<file path="src/rtl/hpdcache_mem_wr_responder.sv">
// HPDcache memory-side write responder: metadata FIFO, beat commit, ordered responses.
// Optional wlast_i consistency check: define HPDCACHE_MEM_WR_RESP_LAST_CHECK_EN.
module hpdcache_mem_wr_responder #(
   parameter int unsigned AddrWidth     = 49,
   parameter int unsigned DataWidth     = 128,
   parameter int unsigned IdWidth       = 8,
   parameter int unsigned MetaFifoDepth = 4
) (
   input  logic                   clk_i,
   input  logic                   rst_ni,
   input  logic                   req_valid_i,
   output logic                   req_ready_o,
   input  logic [AddrWidth-1:0]   req_addr_i,
   input  logic [7:0]             req_len_i,
   input  logic [IdWidth-1:0]     req_id_i,
   input  logic [1:0]             req_command_i,
   input  logic                   wdata_valid_i,
   output logic                   wdata_ready_o,
   input  logic [DataWidth-1:0]   wdata_i,
   input  logic [DataWidth/8-1:0] wbe_i,
   input  logic                   wlast_i,
   output logic                   resp_valid_o,
   input  logic                   resp_ready_i,
   output logic [IdWidth-1:0]     resp_id_o,
   output logic                   resp_error_o,
   output logic                   mem_we_o,
   output logic [AddrWidth-1:0]   mem_addr_o,
   output logic [DataWidth-1:0]   mem_wdata_o,
   output logic [DataWidth/8-1:0] mem_be_o,
   output logic                   busy_o
);

   localparam int unsigned OffW = $clog2(DataWidth / 8);
   localparam int unsigned PtrW = $clog2(MetaFifoDepth);
   localparam int unsigned CntW = $clog2(MetaFifoDepth + 1);

   typedef enum logic [1:0] {IDLE, DATA, RESP} state_e;

   state_e state_q, state_d;

   logic [AddrWidth-1:0] f_addr [MetaFifoDepth];
   logic [7:0]           f_len  [MetaFifoDepth];
   logic [IdWidth-1:0]   f_id   [MetaFifoDepth];
   logic [1:0]           f_cmd  [MetaFifoDepth];
   logic [PtrW-1:0]      wptr_q, rptr_q;
   logic [CntW-1:0]      fcnt_q;
   logic                 full, empty, push, pop;

   logic [AddrWidth-1:0] addr_q;
   logic [7:0]           len_q, beat_q;
   logic [IdWidth-1:0]   id_q;
   logic                 err_cmd_q, err_q;
   logic                 beat, last_err;

   assign full        = (fcnt_q == CntW'(MetaFifoDepth));
   assign empty       = (fcnt_q == '0);
   assign req_ready_o = ~full;
   assign push        = req_valid_i & ~full;

   // FIFO storage; contents are only meaningful while counted as occupied
   always_ff @(posedge clk_i) begin
      if (push) begin
         f_addr[wptr_q] <= req_addr_i;
         f_len[wptr_q]  <= req_len_i;
         f_id[wptr_q]   <= req_id_i;
         f_cmd[wptr_q]  <= req_command_i;
      end
   end

   // FIFO pointers and occupancy, wrapping at the configured depth
   always_ff @(posedge clk_i or negedge rst_ni) begin
      if (!rst_ni) begin
         wptr_q <= '0;
         rptr_q <= '0;
         fcnt_q <= '0;
      end else begin
         if (push) begin
            wptr_q <= (wptr_q == PtrW'(MetaFifoDepth - 1)) ? '0 : wptr_q + 1'b1;
         end
         if (pop) begin
            rptr_q <= (rptr_q == PtrW'(MetaFifoDepth - 1)) ? '0 : rptr_q + 1'b1;
         end
         if (push && !pop) begin
            fcnt_q <= fcnt_q + 1'b1;
         end else if (!push && pop) begin
            fcnt_q <= fcnt_q - 1'b1;
         end
      end
   end

   // FSM state register
   always_ff @(posedge clk_i or negedge rst_ni) begin
      if (!rst_ni) begin
         state_q <= IDLE;
      end else begin
         state_q <= state_d;
      end
   end

   // FSM next state and handshake outputs
   always_comb begin
      state_d       = state_q;
      pop           = 1'b0;
      beat          = 1'b0;
      wdata_ready_o = 1'b0;
      resp_valid_o  = 1'b0;
      unique case (state_q)
         IDLE: begin
            if (!empty) begin
               pop     = 1'b1;
               state_d = DATA;
            end
         end
         DATA: begin
            wdata_ready_o = 1'b1;
            if (wdata_valid_i) begin
               beat = 1'b1;
               if (beat_q == len_q) begin
                  state_d = RESP;
               end
            end
         end
         RESP: begin
            resp_valid_o = 1'b1;
            if (resp_ready_i) begin
               state_d = IDLE;
            end
         end
         default: state_d = IDLE;
      endcase
   end

`ifdef HPDCACHE_MEM_WR_RESP_LAST_CHECK_EN
   assign last_err = beat & (wlast_i != (beat_q == len_q));
`else
   logic unused_wlast;
   assign unused_wlast = wlast_i;
   assign last_err     = 1'b0;
`endif

   // Active transaction registers: loaded on pop, beat counter advances per beat
   always_ff @(posedge clk_i or negedge rst_ni) begin
      if (!rst_ni) begin
         addr_q    <= '0;
         len_q     <= '0;
         id_q      <= '0;
         beat_q    <= '0;
         err_cmd_q <= 1'b0;
         err_q     <= 1'b0;
      end else if (pop) begin
         addr_q    <= f_addr[rptr_q];
         len_q     <= f_len[rptr_q];
         id_q      <= f_id[rptr_q];
         beat_q    <= '0;
         err_cmd_q <= (f_cmd[rptr_q] != 2'b00);
         err_q     <= (f_cmd[rptr_q] != 2'b00);
      end else if (beat) begin
         beat_q <= beat_q + 8'd1;
         if (last_err) begin
            err_q <= 1'b1;
         end
      end
   end

   // Write port is zeroed whenever no write is being issued
   assign mem_we_o     = beat & ~err_cmd_q;
   assign mem_addr_o   = mem_we_o ? addr_q + (AddrWidth'(beat_q) << OffW) : '0;
   assign mem_wdata_o  = mem_we_o ? wdata_i : '0;
   assign mem_be_o     = mem_we_o ? wbe_i : '0;
   assign resp_id_o    = resp_valid_o ? id_q : '0;
   assign resp_error_o = resp_valid_o & err_q;
   assign busy_o       = (state_q != IDLE) | ~empty;

endmodule
</file>
<file path="config.mk">
export PLATFORM = sky130hd
export DESIGN_NAME = hpdcache_mem_wr_responder
export DESIGN_NICKNAME = d
export VERILOG_FILES = /design/src/rtl/hpdcache_mem_wr_responder.sv
export SDC_FILE = /design/constraint.sdc
export NUM_CORES = 1
export LEC_CHECK = 0
export ABC_AREA = 1
export BUFFER_PORTS_ARGS = -buffer_cell sky130_fd_sc_hd__buf_2
export CAP_MARGIN = 20
export CORE_MARGIN = 2
export CORE_UTILIZATION = 58
export DETAILED_ROUTE_END_ITERATION = 16
export GPL_TIMING_DRIVEN = 0
export HOLD_SLACK_MARGIN = 0.02
export PLACE_DENSITY = 0.86
export SYNTH_ARGS = -nofsm -noshare
export SYNTH_HDL_FRONTEND = slang
export SYNTH_SLANG_ARGS = --single-unit
export TNS_END_PERCENT = 30
</file>
<file path="constraint.sdc">
create_clock -name clk_i -period 7.2 [get_ports clk_i]
set_clock_uncertainty 0.2 [all_clocks]
set_input_delay 1.44 -clock clk_i [delete_from_list [all_inputs] [get_ports clk_i]]
set_output_delay 1.44 -clock clk_i [all_outputs]
set_load 0.01 [all_outputs]
</file>
==> results of run 1 <==
## cells in the final DEF, fill, tap and decap left out, drive strengths merged, types with 2 or more instances in the layout
cell type    n
nor2       485
buf        475
edfxtp     268
inv        251
nand2      244
o21ai      196
dfrtp       83
clkbuf      79
nand3       56
o22ai       39
a21oi       33
a31oi       28
diode       17
ha          15
nor3        13
clkinv      12
nand4        9
xor2         5
bufinv       4
xnor2        3
fa           2
clkinvlp     2
## power groups by stage
stage                     clock, mW  combinational [mW]  sequential [mW]
after floorplan                   0                2.02             2.99
after global placement            0                3.11             3.16
after detailed placement          0                3.29             3.12
after CTS                      1.88                3.36             3.09
after global routing           1.96                3.71             3.14
final                          1.89                3.45             3.12
## metrics by stage
stage          utilization  worst slack, ps  instances
6_report             0.739             2290       2703
5_1_grt              0.738             2210       2697
4_1_cts              0.737             2430       2686
3_5_place_dp         0.694             2760       2623
3_3_place_gp         0.686             -246       2614
2_1_floorplan            -             2150       1814
## flip-flops by register name, summed over array words and instances (netlist names)
register,cells
beat_q,8
state_q,2
err_q,1
id_q,8
f_cmd,8
wptr_q,2
f_addr,196
f_len,32
addr_q,49
rptr_q,2
f_id,32
fcnt_q,3
len_q,8
## layout make-up
cell class | count | area (um2)
Timing Repair Buffer | 431 | 2310
Multi-Input combinational cell | 1134 | 5180
Tap cell | 378 | 473
Fill cell | 2019 | 7300
Clock buffer | 44 | 971
Buffer | 79 | 372
Sequential cell | 351 | 10100
Clock inverter | 19 | 221
Inverter | 250 | 938
Antenna cell | 17 | 42.5
## metal layers
layer / vias to the layer above / GRT usage / share of wire
li1: 6899 / - / -
met1: 7428 / 0.530 / 0.37
met2: 1209 / 0.628 / 0.46
met3: 227 / 0.0756 / 0.11
met4: 2 / 0.186 / 0.054
met5: - / 0 / 0.00021
## kinds of logic after synthesis
kind of cell	after synthesis	synth area share
AND/OR/NAND/NOR	809	0.195
flip-flops	351	0.610
adder cells (fa/ha/maj)	17	0.0137
buffers and inverters	329	0.0790
XOR/XNOR	8	0.00422
AO/OA/AOI/OAI	300	0.0979
## worst max path at each step
stage	start	endpoint	slack (ps)
finish	beat_q[0]	mem_addr_o[12]	2290
global route	beat_q[0]	mem_addr_o[12]	2210
CTS	beat_q[0]	mem_addr_o[20]	2430
detailed placement	wdata_valid_i	mem_wdata_o[101]	2760
global placement	req_valid_i	f_id[3][2]	-250
floorplan	req_valid_i	f_addr[0][0]	2150
## synthesized netlist by cell type (2+ instances only)
cell type    n
nand3_2      3
buf_2       38
xor2_1       5
clkbuf_1    34
o21ai_1     21
xnor2_1      3
inv_1      244
nand4_1      9
buf_4        5
nor2_2       5
fa_1         2
ha_1        15
nor2_4       4
edfxtp_1   268
o21ai_0    174
a31oi_1     28
dfrtp_1     83
a21oi_1     32
nor2_1     476
inv_2        5
nand3_1     53
nand2_1    239
nand2_2      5
o22ai_1     39
nor3_1      12
## worst max-delay path: stages, from the launching register on
cell,delay (ps)
dfrtp_1,470
ha_1,300
fa_1,500
nand2_1,100
nand2_1,70
nand2_1,130
inv_1,140
nand2_1,100
nand2_2,120
inv_1,120
o21ai_0,80
a21oi_1,390
buf_2,220
==> impl_metrics.ini, run 1 <==
[placement]
portBuffers = 422
dp_hpwl_mm = 44.8
post_dp_cell_area_um2 = 19400
routabilityCongestion = 1.04

[cts]
h-tree-depth = 2
cts_setup_buffers = 0
clockBufferDepth = 3
cts_tree = yes
clock_latency_ps = 530
numCtsBuffers = 35
cts_resized = 0
clkTransAtPathRegs_ps = 70
cts_hold_buffers = 0
cts_sinks = 351
ctsRootBufferMaster = clkbuf_16

[route]
drc_errors = 0
vias_per_cell = 5.83
routed_wl_mm = 60.8
dr_total_vias = 15800
ant_nets = 0
dr.pass1.iters = 5
wl_per_cell_um = 22.5
drtIter0Drc = 2084

[floorplanning]
die_x_um = 173
dieArea_um2 = 30000
start_util = 0.594
io_pins = 424
die_y_um = 173
rows = 61
coreArea_um2 = 27900

[global_routing]
track_usage = 0.395
overflow = 0
antenna_found_initial = 15
grt_pass1_wl_mm = 89.1
grt_max_degree = 52
grt_pass1_vias = 15000

[pwr]
cellInternalPower_mw = 4.88
swShare = 0.423
power_frac_comb = 0.408
net-switching-power_mw = 3.58
p_clk_frac = 0.224
p_leak_nw = 9.53
p_total_mw = 8.46
pwr-share-seq = 0.368
vdd_drop_max_mv = 0.404
p_per_area_nw_per_um2 = 410

[worst_hold_path]
hold_start = id_q[3]
hold_depth = 2
hold_class = register to register
holdPathEnd = id_q[3]

[sta]
slew_violations = 0
period_needed_ps = 4910
setup_tns_ps = 0
period_share = 0.682
final-hold-violation-count = 0
tightestPinTransition_ps = 974
fmax_ghz = 0.204
rsz0062_at_grt = false
relSlewSlack = 0.349
final-setup-viol-count = 0
hold_slack_ps = 328

[synth]
async_reset_ff_frac = 0.236
synth.cell_area_um2 = 16600
ys_warn_count = 0
seq_area_frac_synth = 0.610
ys.flop_type = edfxtp_1
syn_inst = 1814
syn-num-nets = 2048
synth_area_leader_cell = edfxtp_1
synth_edf_count = 268
synthDistinctLibCells = 37
synth_area_leaders = edfxtp_1 (49%), dfrtp_1 (13%), nor2_1 (11%)
synthDominantCellAreaShare = 0.485
syn_avg_cell_area_um2 = 9.14
ys_ff_latch = 351

[final_layout]
area_growth_pct = 24.4
drive_gt1_frac = 0.243
nets = 2516
design_area_um2 = 20600

[worst_setup_path]
r2r.worst_path.cells = 6
endpoint_kind = output port
reg2reg_to = f_addr[1][12]
r2r_setup_slack_ps = 4430
cp_max_fo = 7
crit_path_start_kind = register
required_ps = 5560
r2r-start = fcnt_q[0]
arrival_ps = 3270
worstSetupPathType = register to output port

[flow_run]
cap_viol_max_count = 0

[status]
status = completed
Note: power is estimated with default switching activity, not from simulation.
==> inputs of run 2 (changes only) <==
--- a/config.mk
+++ b/config.mk
@@ -5,15 +5,15 @@
 export SDC_FILE = /design/constraint.sdc
 export NUM_CORES = 1
 export LEC_CHECK = 0
-export ABC_AREA = 1
+export ABC_AREA = 0
 export BUFFER_PORTS_ARGS = -buffer_cell sky130_fd_sc_hd__buf_2
 export CAP_MARGIN = 20
 export CORE_MARGIN = 2
-export CORE_UTILIZATION = 58
+export CORE_UTILIZATION = 48
 export DETAILED_ROUTE_END_ITERATION = 16
 export GPL_TIMING_DRIVEN = 0
 export HOLD_SLACK_MARGIN = 0.02
-export PLACE_DENSITY = 0.86
+export PLACE_DENSITY = 0.77
 export SYNTH_ARGS = -nofsm -noshare
 export SYNTH_HDL_FRONTEND = slang
 export SYNTH_SLANG_ARGS = --single-unit
==> constraint.sdc (replaced) <==
create_clock -name clk_i -period 4.1 [get_ports clk_i]
set_clock_uncertainty 0.2 [all_clocks]
set_input_delay 0.82 -clock clk_i [delete_from_list [all_inputs] [get_ports clk_i]]
set_output_delay 0.82 -clock clk_i [all_outputs]
set_load 0.01 [all_outputs]
==> run 2 against run 1 <==
Compared with the run above:
- critical path depth fell by 4
- worst hold slack got worse by 61 ps
- highest routed layer unchanged
- worst setup slack got worse by 2300 ps
- via count fell by 27%
- global-route usage fell by 9.6 points
- combinational power rose by 31%
- count of clock-buffer cells in the layout rose by 2
- power rose by 55%
- sequential power rose by 68%
==> impl_metrics.ini, run 2 <==
[status]
status = completed

[synth]
synth_most_common_cell = edfxtp_1
synth_edf_count = 268
syn-num-nets = 1359
seq_area_frac_synth = 0.654
synthDominantCellAreaShare = 0.520
synth.cell_area_um2 = 15500
ys_ff_latch = 351
synth_area_leader_cell = edfxtp_1
async_reset_ff_frac = 0.236
ys.flop_type = edfxtp_1
synthTopCellsByCount = edfxtp_1 (268), nand2_1 (207), and2_1 (160)
ys_warn_count = 0
synth_area_leaders = edfxtp_1 (52%), dfrtp_1 (13%), mux4_2 (9.5%)
syn_avg_cell_area_um2 = 13.8
syn_inst = 1125
synthDistinctLibCells = 52

[cts]
numCtsBuffers = 35
cts_tree = yes
clock_latency_ps = 520
ctsRootBufferMaster = clkbuf_16
clockBufferDepth = 3
clkTransAtPathRegs_ps = 60
cts_sinks = 351
h-tree-depth = 2

[route]
routed_wl_mm = 51.4
dr_total_vias = 11400
dr.pass1.iters = 5
drc_errors = 0
drtIter0Drc = 1209
vias_per_cell = 5.56
wl_per_cell_um = 25.0
ant_nets = 0

[sta]
final-setup-viol-count = 0
final-hold-violation-count = 0
fmax_ghz = 0.246
rsz0062_at_grt = true
layout_setup_ws_ps = 30.6
tightestPinTransition_ps = 879
setup_tns_ps = 0
period_needed_ps = 4070
relSlewSlack = 0.414
period_share = 0.993
slew_violations = 0
hold_slack_ps = 267

[floorplanning]
start_util = 0.489
rows = 65
io_pins = 424
die_x_um = 184
die_y_um = 184
coreArea_um2 = 31600
dieArea_um2 = 33700

[worst_setup_path]
crit_path_start_kind = register
worstSetupPathType = register to output port
endpoint_kind = output port
required_ps = 3080
cp_max_fo = 10
arrival_ps = 3050

[pwr]
p_leak_nw = 8.34
p_total_mw = 13.1
p_per_area_nw_per_um2 = 657
vdd_drop_max_mv = 0.386

[placement]
dp_hpwl_mm = 39.9
place_ws_ps = -476
portBuffers = 422
routabilityCongestion = 0.944
post_dp_cell_area_um2 = 18300
place_inst = 1954

[final_layout]
largest_register_ffs = 196
utilization = 0.629
multiInputGateArea_um2 = 5250
area_growth_pct = 28.5
final_cell_mix = buf_2 (425), edfxtp_1 (268), nand2_1 (207)
drive_gt1_frac = 0.384
design_area_um2 = 19900
final_common_cell = buf_2
fill_cells = 2381
biggestRegsByFlops = f_addr (196), addr_q (49)
top_register = f_addr
ff_latch_area_um2 = 10100
layout.cells.non_filler = 2057
nets = 1844

[global_routing]
overflow = 0
grt_pass1_vias = 11000
track_usage = 0.299
grt_pass1_wl_mm = 71.3
grt_max_degree = 68
antenna_found_initial = 34

[worst_hold_path]
hold_class = register to register

[flow_run]
cap_viol_max_count = 0
-- run 2: critical path: stages (launching register included) --
cell,delay [ps]
dfrtp_2,430
ha_4,260
buf_4,140
a21o_1,190
a221oi_4,540
a211oi_1,190
a31o_2,280
a21oi_1,290
buf_2,200
-- run 2: cell families after synthesis --
| kind of cell | after synthesis | synth area share |
|---|---|---|
| AND/OR/NAND/NOR | 491 | 0.159 |
| AO/OA/AOI/OAI | 86 | 0.0353 |
| flip-flops | 351 | 0.654 |
| XOR/XNOR | 36 | 0.0204 |
| buffers and inverters | 77 | 0.0204 |
| multiplexers | 67 | 0.0959 |
| adder cells (fa/ha/maj) | 17 | 0.0147 |
-- run 2: power breakdown --
group          internal [mW]  leakage [nW]  switching (mW)
Combinational           1.90          4.28            2.62
Sequential              4.78          3.48           0.473
Clock                   1.99         0.583            1.31
Total                   8.67          8.34            4.40
-- run 2: per-layer routing --
| metal | vias to the layer above | routed length, um | global-route usage |
|---|---|---|---|
| met5 | - | 143 | 0 |
| met4 | 22 | 2080 | 0.140 |
| met3 | 119 | 5520 | 0.103 |
| met2 | 637 | 24500 | 0.470 |
| met1 | 5586 | 19100 | 0.374 |
| li1 | 5080 | - | - |
-- run 2: worst paths after layout --
kind | end | depth (start not counted) | start | slack (ps)
worst max-delay path | mem_addr_o[47] | 8 | beat_q[6] | 30
worst min-delay path | addr_q[0] | 2 | addr_q[0] | 270
worst max register to register | fcnt_q[2] | 10 | fcnt_q[0] | 940
worst min register to register | addr_q[0] | 2 | addr_q[0] | 270
max in group asynchronous | addr_q[37] | 3 | rst_ni | 2480
min in group asynchronous | addr_q[2] | 2 | rst_ni | 570
-- run 2: what timing repair did --
item / 4_1_cts / 5_1_grt
pin swaps: 5 / 9
endpoints found under the hold margin: 16 / 0
resized for setup: 47 / 16
setup endpoints to repair: 121 / 20
hold buffers: 1 / 0
gates cloned: 0 / 0
buffers inserted: 5 / 17
-- run 2: layout make-up --
type,count,area share
inverter,15,0.00295
clock inverter,18,0.0116
antenna,18,0.00226
multi-input combinational,697,0.264
tap,402,0.0253
clock buffer,46,0.0487
buffer,60,0.0136
sequential,351,0.509
timing repair buffer,450,0.123
==> inputs of run 3 (changes only) <==
==> config.mk (replaced) <==
export PLATFORM = sky130hd
export DESIGN_NAME = hpdcache_mem_wr_responder
export DESIGN_NICKNAME = d
export VERILOG_FILES = /design/src/rtl/hpdcache_mem_wr_responder.sv
export SDC_FILE = /design/constraint.sdc
export NUM_CORES = 1
export LEC_CHECK = 0
export ABC_AREA = 0
export CAP_MARGIN = 20
export CORE_MARGIN = 2
export CORE_UTILIZATION = 57
export DETAILED_ROUTE_END_ITERATION = 16
export DONT_BUFFER_PORTS = 1
export GPL_TIMING_DRIVEN = 0
export HOLD_SLACK_MARGIN = 0.02
export PLACE_DENSITY = 0.75
export SYNTH_ARGS = -nofsm -noshare
export SYNTH_HDL_FRONTEND = slang
export SYNTH_SLANG_ARGS = --single-unit
export TNS_END_PERCENT = 100
==> run 3 against run 2 <==
Compared with the run above:
- sequential share of layout area increased by 6.4 points
- worst hold slack got worse by 84 ps
- core utilization increased by 3.0 points
- largest power group unchanged
- non-clock buffer count decreased by 424
- count of clock-buffer cells in the layout decreased by 1
- largest cell class unchanged
- clock power decreased by 2%
- combinational power decreased by 11%
- worst setup slack got worse by 22 ps
- die area decreased by 15%
- critical path type unchanged
- register-to-register slack got worse by 180 ps
- cell area decreased by 11%
==> impl_metrics.ini, run 3 (synthesis results as in run 2) <==
[worst_setup_path]
endpoint_kind = output port
crit_path_start_kind = register
slowest_stage = nor2_1
critPathBufInv = 3
path_delay_family = simple AND/OR/NAND/NOR gates
r2r_setup_slack_ps = 760
crit_path_frequent_cell = clkbuf_1
arrival_ps = 3070
worstSetupPathType = register to output port
path_cells = nand3b_1 -> or2_2 -> clkbuf_1 -> clkbuf_1 -> clkbuf_2 -> nor2_1
required_ps = 3080
cp_max_fo = 10
max_stage_delay_ps = 480

[sta]
tightestPinTransition_ps = 938
final-hold-violation-count = 0
slew_violations = 0
final-setup-viol-count = 0
relSlewSlack = 0.374
rsz0062_at_grt = true
fmax_ghz = 0.244
hold_slack_ps = 183
period_needed_ps = 4090
period_share = 0.998

[floorplanning]
dieArea_um2 = 28500
die_x_um = 169
rows = 60
start_util = 0.578
die_y_um = 169
io_pins = 424
coreArea_um2 = 26800

[cts]
clockBufferDepth = 3
clock_latency_ps = 530
cts_tree = yes
h-tree-depth = 2
numCtsBuffers = 36
clkTransAtPathRegs_ps = 60
ctsRootBufferMaster = clkbuf_16
cts_sinks = 351

[route]
ant_nets = 0
wl_per_cell_um = 30.2
routed_wl_mm = 47.6
vias_per_cell = 6.34
drtIter0Drc = 981
dr.pass1.iters = 5
dr_total_vias = 9982
drc_errors = 0

[worst_hold_path]
hold_class = input pin to register

[placement]
dp_hpwl_mm = 35.0
portBuffers = 0
routabilityCongestion = 1.00

[global_routing]
grt_pass1_vias = 9564
overflow = 0
antenna_found_initial = 16
grt_max_degree = 84
track_usage = 0.333
grt_pass1_wl_mm = 67.5

[final_layout]
drive_gt1_frac = 0.172
biggestRegsByFlops = f_addr (196), addr_q (49)
nets = 1421
final_common_cell = edfxtp_1
final_cell_mix = edfxtp_1 (268), nand2_1 (207), and2_1 (157)
fill_cells = 1869
area_growth_pct = 14.1
largest_register_ffs = 196
top_register = f_addr

[pwr]
p_per_area_nw_per_um2 = 711
vdd_drop_max_mv = 0.645
p_leak_nw = 6.40
p_total_mw = 12.6

[status]
status = completed

[flow_run]
cap_viol_max_count = 0
-- run 3: area by class of cell --
| type | instances | area (um2) | share of cell area |
|---|---|---|---|
| clock buffer | 45 | 997 | 0.0564 |
| clock inverter | 20 | 191 | 0.0108 |
| timing repair buffer | 25 | 290 | 0.0164 |
| multi-input combinational | 697 | 5250 | 0.297 |
| antenna | 20 | 50.0 | 0.00283 |
| inverter | 15 | 56.3 | 0.00319 |
| buffer | 61 | 283 | 0.0160 |
| tap | 341 | 427 | 0.0241 |
| sequential | 351 | 10100 | 0.573 |
-- run 3: worst paths after layout --
| kind | start | end | cells past startpoint |
|---|---|---|---|
| worst min register to register | id_q[5] | id_q[5] | 2 |
| min in group asynchronous | rst_ni | addr_q[0] | 2 |
| worst max-delay path | state_q[1] | mem_addr_o[11] | 6 |
| max in group asynchronous | rst_ni | beat_q[7] | 2 |
| worst max register to register | fcnt_q[0] | fcnt_q[2] | 10 |
| worst min-delay path | req_len_i[3] | f_len[1][3] | 0 |
-- run 3: what timing repair did --
item                                   4_1_cts  5_1_grt
hold buffers                                 2        0
gates resized for setup                     43       16
setup endpoints to repair                  122       55
setup buffers                                7       12
endpoints found under the hold margin       83        0
pin swaps                                    5        7
-- run 3: through the flow --
stage	setup WS [ps]	utilization	TNS (ps)	std cells	area, um2
after floorplan	550	-	0	1125	15500
after global placement	-378	0.594	-59460	1466	15900
after detailed placement	-392	0.599	-9570	1470	16000
after CTS	-50.4	0.653	-58.3	1544	17500
after global routing	-38.8	0.658	-126	1557	17600
final	9.01	0.659	0	1575	17700
-- run 3: worst register-to-register path, stage by stage, from the launching register on --
cell	delay, ps
dfrtp_1	440
nor3_1	490
nor3_1	170
inv_2	190
clkbuf_1	570
ha_1	320
inv_1	60
fa_1	380
xor2_1	170
nor2_1	120
xor2_1	160
-- run 3: power breakdown --
group	total (mW)	internal, mW	switching, mW
sequential	5.29	4.78	0.505
combinational	4.02	1.56	2.46
clock	3.25	1.92	1.33
-- run 3: layer usage --
layer	track usage	share of wire	vias up	wire length (um)
li1	-	-	4228	-
met1	0.462	0.38	5047	17900
met2	0.524	0.47	606	22400
met3	0.0867	0.11	95	5360
met4	0.103	0.037	6	1780
met5	0	0.0027	-	127
